==> src/rtl/sha_job_ctrl_pkg.sv <==
// rtl/sha_job_ctrl_pkg.sv - shared SHA-256 sizes, message layout and job FSM state type
package sha_job_ctrl_pkg;

   localparam int WORD_S    = 32;
   localparam int H_SIZE    = 256;
   localparam int MSG_S     = 512;
   localparam int TAIL_S    = 96;
   localparam int NONCE_POS = 384;

   // Second-block padding for an 80-byte header: marker bit, zeros, bit length 640.
   localparam logic [NONCE_POS-1:0] SHA_PAD_640 = {1'b1, 319'b0, 64'd640};

   typedef enum logic [1:0] {
      ST_IDLE,
      ST_RUN,
      ST_DRAIN,
      ST_DONE
   } job_state_t;

   function automatic logic [MSG_S-1:0] build_msg(input logic [TAIL_S-1:0] tail,
                                                  input logic [WORD_S-1:0] nonce);
      logic [MSG_S-1:0] msg;
      msg                         = '0;
      msg[MSG_S-1 -: TAIL_S]      = tail;
      msg[NONCE_POS +: WORD_S]    = nonce;
      msg[NONCE_POS-1:0]          = SHA_PAD_640;
      return msg;
   endfunction

endpackage

==> src/rtl/sha_target_cmp.sv <==
// rtl/sha_target_cmp.sv - registered unsigned value <= limit compare with valid and tag pass-through
module sha_target_cmp #(
   parameter int W     = 256,
   parameter int TAG_W = 32
) (
   input  logic             clk,
   input  logic             reset,
   input  logic             in_valid,
   input  logic [W-1:0]     in_value,
   input  logic [W-1:0]     in_limit,
   input  logic [TAG_W-1:0] in_tag,
   output logic             out_valid,
   output logic             out_le,
   output logic [TAG_W-1:0] out_tag
);

   always_ff @(posedge clk or posedge reset) begin
      if (reset) begin
         out_valid <= 1'b0;
         out_le    <= 1'b0;
         out_tag   <= '0;
      end else begin
         out_valid <= in_valid;
         out_le    <= (in_value <= in_limit);
         if (in_valid) begin
            out_tag <= in_tag;
         end
      end
   end

endmodule

==> src/rtl/sha_job_ctrl.sv <==
// rtl/sha_job_ctrl.sv - mining job controller: issues nonces to the SHA pipeline and records the first hit
module sha_job_ctrl
   import sha_job_ctrl_pkg::*;
#(
   parameter int INFLIGHT_W = 8
) (
   input  logic               clk,
   input  logic               reset,
   input  logic               job_valid,
   output logic               job_ready,
   input  logic [H_SIZE-1:0]  job_midstate,
   input  logic [TAIL_S-1:0]  job_tail,
   input  logic [H_SIZE-1:0]  job_target,
   input  logic [WORD_S-1:0]  job_nonce_start,
   input  logic [WORD_S-1:0]  job_nonce_end,
   input  logic               abort,
   output logic               pipe_en,
   output logic [WORD_S-1:0]  pipe_nonce,
   output logic [MSG_S-1:0]   pipe_M,
   output logic [H_SIZE-1:0]  pipe_H_prev,
   input  logic               pipe_en_next,
   input  logic [H_SIZE-1:0]  pipe_H,
   input  logic [WORD_S-1:0]  pipe_nonce_out,
   output logic               busy,
   output logic               found,
   output logic [WORD_S-1:0]  found_nonce,
   output logic               done
);

   job_state_t state_q, state_d;

   logic [WORD_S:0]       nonce_q;
   logic [WORD_S:0]       end_q;
   logic [H_SIZE-1:0]     target_q;
   logic [H_SIZE-1:0]     midstate_q;
   logic [TAIL_S-1:0]     tail_q;
   logic                  loaded_q;
   logic                  pipe_en_q;
   logic [INFLIGHT_W-1:0] inflight_q;
   logic                  found_q;
   logic [WORD_S-1:0]     found_nonce_q;

   logic                  accept;
   logic                  range_empty;
   logic                  last_issue;
   logic                  ret_ok;
   logic                  cmp_valid;
   logic                  cmp_le;
   logic [WORD_S-1:0]     cmp_nonce;
   logic                  hit_live;
   logic                  hit_first;

   assign accept      = job_valid && (state_q == ST_IDLE);
   assign range_empty = job_nonce_start > job_nonce_end;
   // 33-bit counter so an end of 0xFFFFFFFF is reached without wrapping.
   assign last_issue  = nonce_q >= end_q;
   // Results with nothing outstanding (e.g. after a reset) are dropped here.
   assign ret_ok      = pipe_en_next && (inflight_q != '0);

   sha_target_cmp #(
      .W     (H_SIZE),
      .TAG_W (WORD_S)
   ) u_cmp (
      .clk       (clk),
      .reset     (reset),
      .in_valid  (ret_ok),
      .in_value  (pipe_H),
      .in_limit  (target_q),
      .in_tag    (pipe_nonce_out),
      .out_valid (cmp_valid),
      .out_le    (cmp_le),
      .out_tag   (cmp_nonce)
   );

   assign hit_live  = cmp_valid && cmp_le && ((state_q == ST_RUN) || (state_q == ST_DRAIN));
   assign hit_first = hit_live && !found_q;

   always_comb begin
      state_d = state_q;
      case (state_q)
         ST_IDLE: begin
            if (accept) begin
               state_d = range_empty ? ST_DONE : ST_RUN;
            end
         end
         ST_RUN: begin
            if (last_issue || abort || hit_live) begin
               state_d = ST_DRAIN;
            end
         end
         ST_DRAIN: begin
            if ((inflight_q == '0) && !pipe_en_next) begin
               state_d = ST_DONE;
            end
         end
         ST_DONE: begin
            state_d = ST_IDLE;
         end
         default: begin
            state_d = ST_IDLE;
         end
      endcase
   end

   always_ff @(posedge clk or posedge reset) begin
      if (reset) begin
         state_q <= ST_IDLE;
      end else begin
         state_q <= state_d;
      end
   end

   always_ff @(posedge clk or posedge reset) begin
      if (reset) begin
         nonce_q    <= '0;
         end_q      <= '0;
         target_q   <= '0;
         midstate_q <= '0;
         tail_q     <= '0;
         loaded_q   <= 1'b0;
         pipe_en_q  <= 1'b0;
      end else begin
         pipe_en_q <= (state_d == ST_RUN);
         if (accept) begin
            nonce_q    <= {1'b0, job_nonce_start};
            end_q      <= {1'b0, job_nonce_end};
            target_q   <= job_target;
            midstate_q <= job_midstate;
            tail_q     <= job_tail;
            loaded_q   <= 1'b1;
         end else if ((state_q == ST_RUN) && (state_d == ST_RUN)) begin
            nonce_q <= nonce_q + 1'b1;
         end
      end
   end

   always_ff @(posedge clk or posedge reset) begin
      if (reset) begin
         inflight_q <= '0;
      end else begin
         case ({pipe_en_q, ret_ok})
            2'b10:   inflight_q <= inflight_q + INFLIGHT_W'(1);
            2'b01:   inflight_q <= inflight_q - INFLIGHT_W'(1);
            default: inflight_q <= inflight_q;
         endcase
      end
   end

   always_ff @(posedge clk or posedge reset) begin
      if (reset) begin
         found_q       <= 1'b0;
         found_nonce_q <= '0;
      end else if (accept) begin
         found_q       <= 1'b0;
         found_nonce_q <= '0;
      end else if (hit_first) begin
         found_q       <= 1'b1;
         found_nonce_q <= cmp_nonce;
      end
   end

   // The hit is visible in the cycle it leaves the comparator; issue stops one edge later.
   assign found       = found_q || hit_first;
   assign found_nonce = hit_first ? cmp_nonce : found_nonce_q;

   assign job_ready   = (state_q == ST_IDLE);
   assign busy        = (state_q != ST_IDLE);
   assign done        = (state_q == ST_DONE);
   assign pipe_en     = pipe_en_q;
   assign pipe_nonce  = nonce_q[WORD_S-1:0];
   assign pipe_H_prev = midstate_q;
   assign pipe_M      = loaded_q ? build_msg(tail_q, nonce_q[WORD_S-1:0]) : '0;

endmodule
==> config.mk <==
export PLATFORM = sky130hd
export DESIGN_NAME = sha_job_ctrl
export DESIGN_NICKNAME = d
export VERILOG_FILES = /design/src/rtl/sha_job_ctrl_pkg.sv /design/src/rtl/sha_target_cmp.sv /design/src/rtl/sha_job_ctrl.sv
export SDC_FILE = /design/constraint.sdc
export NUM_CORES = 2
export LEC_CHECK = 0
export CAP_MARGIN = 5
export CORE_AREA = 2 2 707 709
export DETAILED_ROUTE_END_ITERATION = 12
export DIE_AREA = 0 0 709 711
export PLACE_DENSITY = 0.37
export SLEW_MARGIN = 30
export SYNTH_ARGS = -nofsm -noshare
export SYNTH_HDL_FRONTEND = slang
export SYNTH_SLANG_ARGS = --single-unit
export TNS_END_PERCENT = 10
==> constraint.sdc <==
create_clock -name clk -period 28.8 [get_ports clk]
set_clock_uncertainty 0.2 [all_clocks]
set_input_delay 5.76 -clock clk [delete_from_list [all_inputs] [get_ports clk]]
set_output_delay 5.76 -clock clk [all_outputs]
set_load 0.05 [all_outputs]
==> results.txt <==
- TritonCTS clock tree: done
* Quantity of gates resized following cts: 0
* Worst-case headroom to the max-slew limit: between 20 and 25%
* HPWL after detailed placement: 251 mm
- Of the total power, the clock network draws between 20% and 30%.
- Per report_power, the combinational group accounts for 55.4% of the total.
- The number of setup buffers added after CTS is 0.
- Hold violation count in the final report: 0
* Class of the most critical hold timing path: flip-flop to flip-flop
- Peak supply drop: 0.0000744 V
- Total stage count of the critical path: 15
- Relative to the synthesized area, the layout overhead comes to 60.3%.
- Max H-tree Level: 3
- For this configuration, the core starts out at a cell density of 8.19%.
- Minimum clock period after layout: 10.52 ns
* WL/cell: roughly 23 µm
- The critical path goes through clkdlybuf4s50_1 > ha_1 > nand4_1 > buf_4 > nor4_2 > buf_2 > nand4_1 > nor4_2 > nand3_1 > nor3_2 > a2111oi_2 > buf_2 > buf_6 > nand2_1 > o21ai_0.
* Ys flop type: sky130_fd_sc_hd__dfrtp_1
* Remaining global-route overflow: 0
- The floorplan step defined a die boundary enclosing 504,000 µm².
- Non-Filler Cell Area, Final: roughly 65,000 µm²
* Worst setup path class: input pin to flip-flop
- Area of the multi-input gates: ~18,000 µm²
- The worst setup path is captured at a flip-flop.
* Die boundary width: about 710 µm
- Area of the core: slightly below 500,000 µm²
- Ratio of routed vias to standard cells: 2.85
- After detailed routing, the total wire length is 292 mm.
- Share of total power consumed by net switching: 51.5%
* Crit path max-delay family: simple AND/OR/NAND/NOR gates
* Number of storage elements in the synthesis netlist: between 700 and 800
- In this run the critical register-to-register path is captured at u_cmp.out_le.
* Number of design rule violations left after detail routing: 0
* Residual antenna-violating net count after detailed routing: 0
- Yosys top cell by area: sky130_fd_sc_hd__dfrtp_1
- End of the worst hold path: tail_q[28]
- The Yosys step of the flow raised 0 warnings.
* Worst endpoint data arrival time: 10.97 ns
- Peak clock frequency supported by timing: 0.0951 GHz
- Placed Cells incl. Taps: between 10,000 and 15,000
- The worst hold path begins at tail_q[28].
- Area occupied by registers: 18,800 µm²
* Reported leakage power: 28.0 nW
- Registers are responsible for 24.6% of the overall power.
- The via count of the first global-routing pass came to 36,400.
* Fill cell count: 56,700
- The routed layout has roughly 37,000 vias.
- Worst-Skew Late Latency: 0.91 ns
* Worst-path fanout max: 3
* CP startpoint kind: input pin
- Largest net degree at the start of global routing: ~200
- Share of post-route cells with drive strength above 1: 5.80%
- The number of antenna violations at the first check in global routing was 142.
- Master of the slowest instance on the critical path: sky130_fd_sc_hd__nor4_2
- Number of ports placed on the die boundary: 1,802
- Most used cells in the layout excluding fill and tap cells: sky130_fd_sc_hd__nand2_1 (1,531), sky130_fd_sc_hd__clkdlybuf4s50_1 (1,372), sky130_fd_sc_hd__dfrtp_1 (751), sky130_fd_sc_hd__conb_1 (381), sky130_fd_sc_hd__o21ai_0 (355)
* Proportion of netlist area held by the largest area contributor: a little under half
- At the pin with the least slew margin, the transition time is approximately 1.2 ns.
- Setup violations remaining at the end of the flow were counted as 0.
- For this design, the sink count on the clock tree is 752.
- Top cells by area, synth: sky130_fd_sc_hd__dfrtp_1 (46%), sky130_fd_sc_hd__nand2_1 (14%), sky130_fd_sc_hd__ha_1 (10%), sky130_fd_sc_hd__buf_4 (7.7%), sky130_fd_sc_hd__o21ai_0 (4.4%)
* Buffer and inverter count on the worst path: 5
- Global routing consumed, over all layers together, 11.2% of the routing resources.
- R2R setup slack: 23.29 ns
- Synthesis handed over a netlist of roughly 4,700 instances.
* Sequential cell area fraction in the yosys report: between 40% and 50%
- Largest stage delay on the critical path: 0.71 ns
* Pwr Total: between 7 and 8 mW
- The worst path uses between 30% and 40% of the clock period.
* Nets: 7,349
- Clock buffer count from CTS: 112
* Cell row count: 259
* Post-synth EDFFs: 0
* Post-layout instance count excluding filler cells: approximately 13,000
- Average size of a mapped cell: 8.67 µm²
- The library cell used most frequently in the layout, excluding fill and tap cells, is sky130_fd_sc_hd__nand2_1.
- Buffers placed on the I/O ports in this run total 1,420.
- Buffers inserted to repair hold after CTS numbered 0.
- Counting flops with an async set or reset pin after synthesis yields a share of 100%.
* Root Buffer Master: sky130_fd_sc_hd__clkbuf_16
- Mapped Area: ~41,000 µm²
* Height of the chip: roughly 710 µm
- Across the run, the number of max-cap violations was 0.
- Worst r2r src: target_q[252]
- First-pass iteration count of the detailed router: 5
- Drt first-iter violations: around 2,200
- Area of placed instances: between 60,000 and 70,000 µm²
- The number of slew-limit violations in the final report was 0.
- Setup Total Neg Slack: 0 ns
- Maximum root-to-sink buffer count: 4
- Instance count along the most critical hold path: 2
- After synthesis, the netlist uses 63 different library cells.
* Unrepaired setup endpoints after global routing: false
- Internal cell power: ~3.6 mW
- Clock-pin transition on the worst setup and hold timing paths: 0.06 ns
- In this run the power density over the cells is 115 nW/µm².
* Outcome: finished, final reports clean
* Switching power: 3.85 mW
* Required time reported for the critical path endpoint: about 30 ns
- Wire length of the first global-routing pass: about 370 mm
- Counting cells, the worst reg-to-reg path comes to 15.
- Final Wtd Congestion: 0.901
[cells in the mapped netlist (6+ instances only)]
cell and count:
sky130_fd_sc_hd__o2111ai_1 8, sky130_fd_sc_hd__o211ai_1 14, sky130_fd_sc_hd__buf_1 6, sky130_fd_sc_hd__nor2b_1 7, sky130_fd_sc_hd__nand4_1 73, sky130_fd_sc_hd__nand3_1 43, sky130_fd_sc_hd__a211oi_1 23, sky130_fd_sc_hd__nand2_1 1532
sky130_fd_sc_hd__nor2_1 73, sky130_fd_sc_hd__o21a_1 6, sky130_fd_sc_hd__buf_4 417, sky130_fd_sc_hd__nor4_1 19, sky130_fd_sc_hd__a2111oi_0 9, sky130_fd_sc_hd__a21oi_1 84, sky130_fd_sc_hd__nor3_1 32, sky130_fd_sc_hd__dfrtp_1 752
sky130_fd_sc_hd__a21o_1 29, sky130_fd_sc_hd__ha_1 332, sky130_fd_sc_hd__xnor2_1 36, sky130_fd_sc_hd__mux2_2 32, sky130_fd_sc_hd__clkbuf_1 174, sky130_fd_sc_hd__o21bai_1 7, sky130_fd_sc_hd__nor3_2 8, sky130_fd_sc_hd__inv_1 351
sky130_fd_sc_hd__o21ai_0 355, sky130_fd_sc_hd__o21ai_1 27, sky130_fd_sc_hd__and2_1 164
[kinds of logic after synthesis]
kind of cell	Yosys count	share of synthesized area, %
AOI/OAI and AO/OA	594	8.29
xor gates and xnor gates	39	0.841
adders and majority gates	333	10.3
buffers and inverters	950	12.6
DFF	752	46.3
muxes	34	0.936
other	1	0.00923
and+or+nand+nor	1983	20.7
[layout make-up]
type                            count  share of cell area (%)
Inverter                          351                    2.03
Antenna cell                       20                  0.0768
Timing Repair Buffer             1470                    22.3
Clock inverter                     56                    1.21
Multi-Input combinational cell   3364                    28.0
Clock buffer                      144                    4.67
Tap cell                         6655                    12.8
Sequential cell                   752                    28.9
[flip-flops by register name, indices dropped and copies added, names as in the netlist]
signal,flops
end_q,32
found_nonce_q,32
found_q,1
inflight_q,8
loaded_q,1
nonce_q,33
pipe_H_prev,256
pipe_en,1
state_q,2
tail_q,96
target_q,256
u_cmp.out_le,1
u_cmp.out_tag,32
u_cmp.out_valid,1
[layer usage]
metal	part of all wire [%]	track usage (%)
met5	0.17	0
met4	2.0	2.02
met3	13	6.37
met2	45	17.7
met1	40	13.2
[power by group through the flow]
stage	registers, mW	logic [mW]	clock network, mW
final	1.84	4.14	1.49
after global routing	1.89	4.52	1.59
after CTS	1.84	4.25	1.56
after detailed placement	1.86	4.23	0
after global placement	1.85	4.23	0
after floorplan	2.34	1.83	0
[per-stage QoR]
stage / util [%] / setup WS (ns) / hold slack [ns]
after detailed placement: 12.3 / 16.82 / 0.255
after floorplan: - / 1.74 / 0.237
after CTS: 13.1 / 17.75 / 0.270
after global placement: 12.3 / 12.19 / 0.253
after global routing: 13.1 / 17.96 / 0.285
final: 13.1 / 18.28 / 0.265
[worst register-to-register path: stages, from the launching register on]
cell,delay (ns)
sky130_fd_sc_hd__dfrtp_1,0.32
sky130_fd_sc_hd__inv_1,0.06
sky130_fd_sc_hd__ha_1,0.33
sky130_fd_sc_hd__nand4_1,0.45
sky130_fd_sc_hd__buf_4,0.39
sky130_fd_sc_hd__nor4_2,0.37
sky130_fd_sc_hd__buf_2,0.24
sky130_fd_sc_hd__nand4_1,0.33
sky130_fd_sc_hd__nor4_2,0.72
sky130_fd_sc_hd__nand3_1,0.64
sky130_fd_sc_hd__nor3_2,0.72
sky130_fd_sc_hd__a2111oi_2,0.11
sky130_fd_sc_hd__buf_2,0.20
sky130_fd_sc_hd__buf_6,0.15
sky130_fd_sc_hd__nand2_1,0.06
sky130_fd_sc_hd__o21ai_0,0.09
[worst max-delay path by stage]
stage	from	end	slack, ns
after floorplan	reset	end_q[0]	1.74
after global placement	pipe_H[254]	u_cmp.out_le	12.19
after detailed placement	pipe_H[252]	u_cmp.out_le	16.82
after CTS	pipe_H[252]	u_cmp.out_le	17.75
after global routing	pipe_H[254]	u_cmp.out_le	17.96
final	pipe_H[254]	u_cmp.out_le	18.28
(Power assumes the default switching activity.)
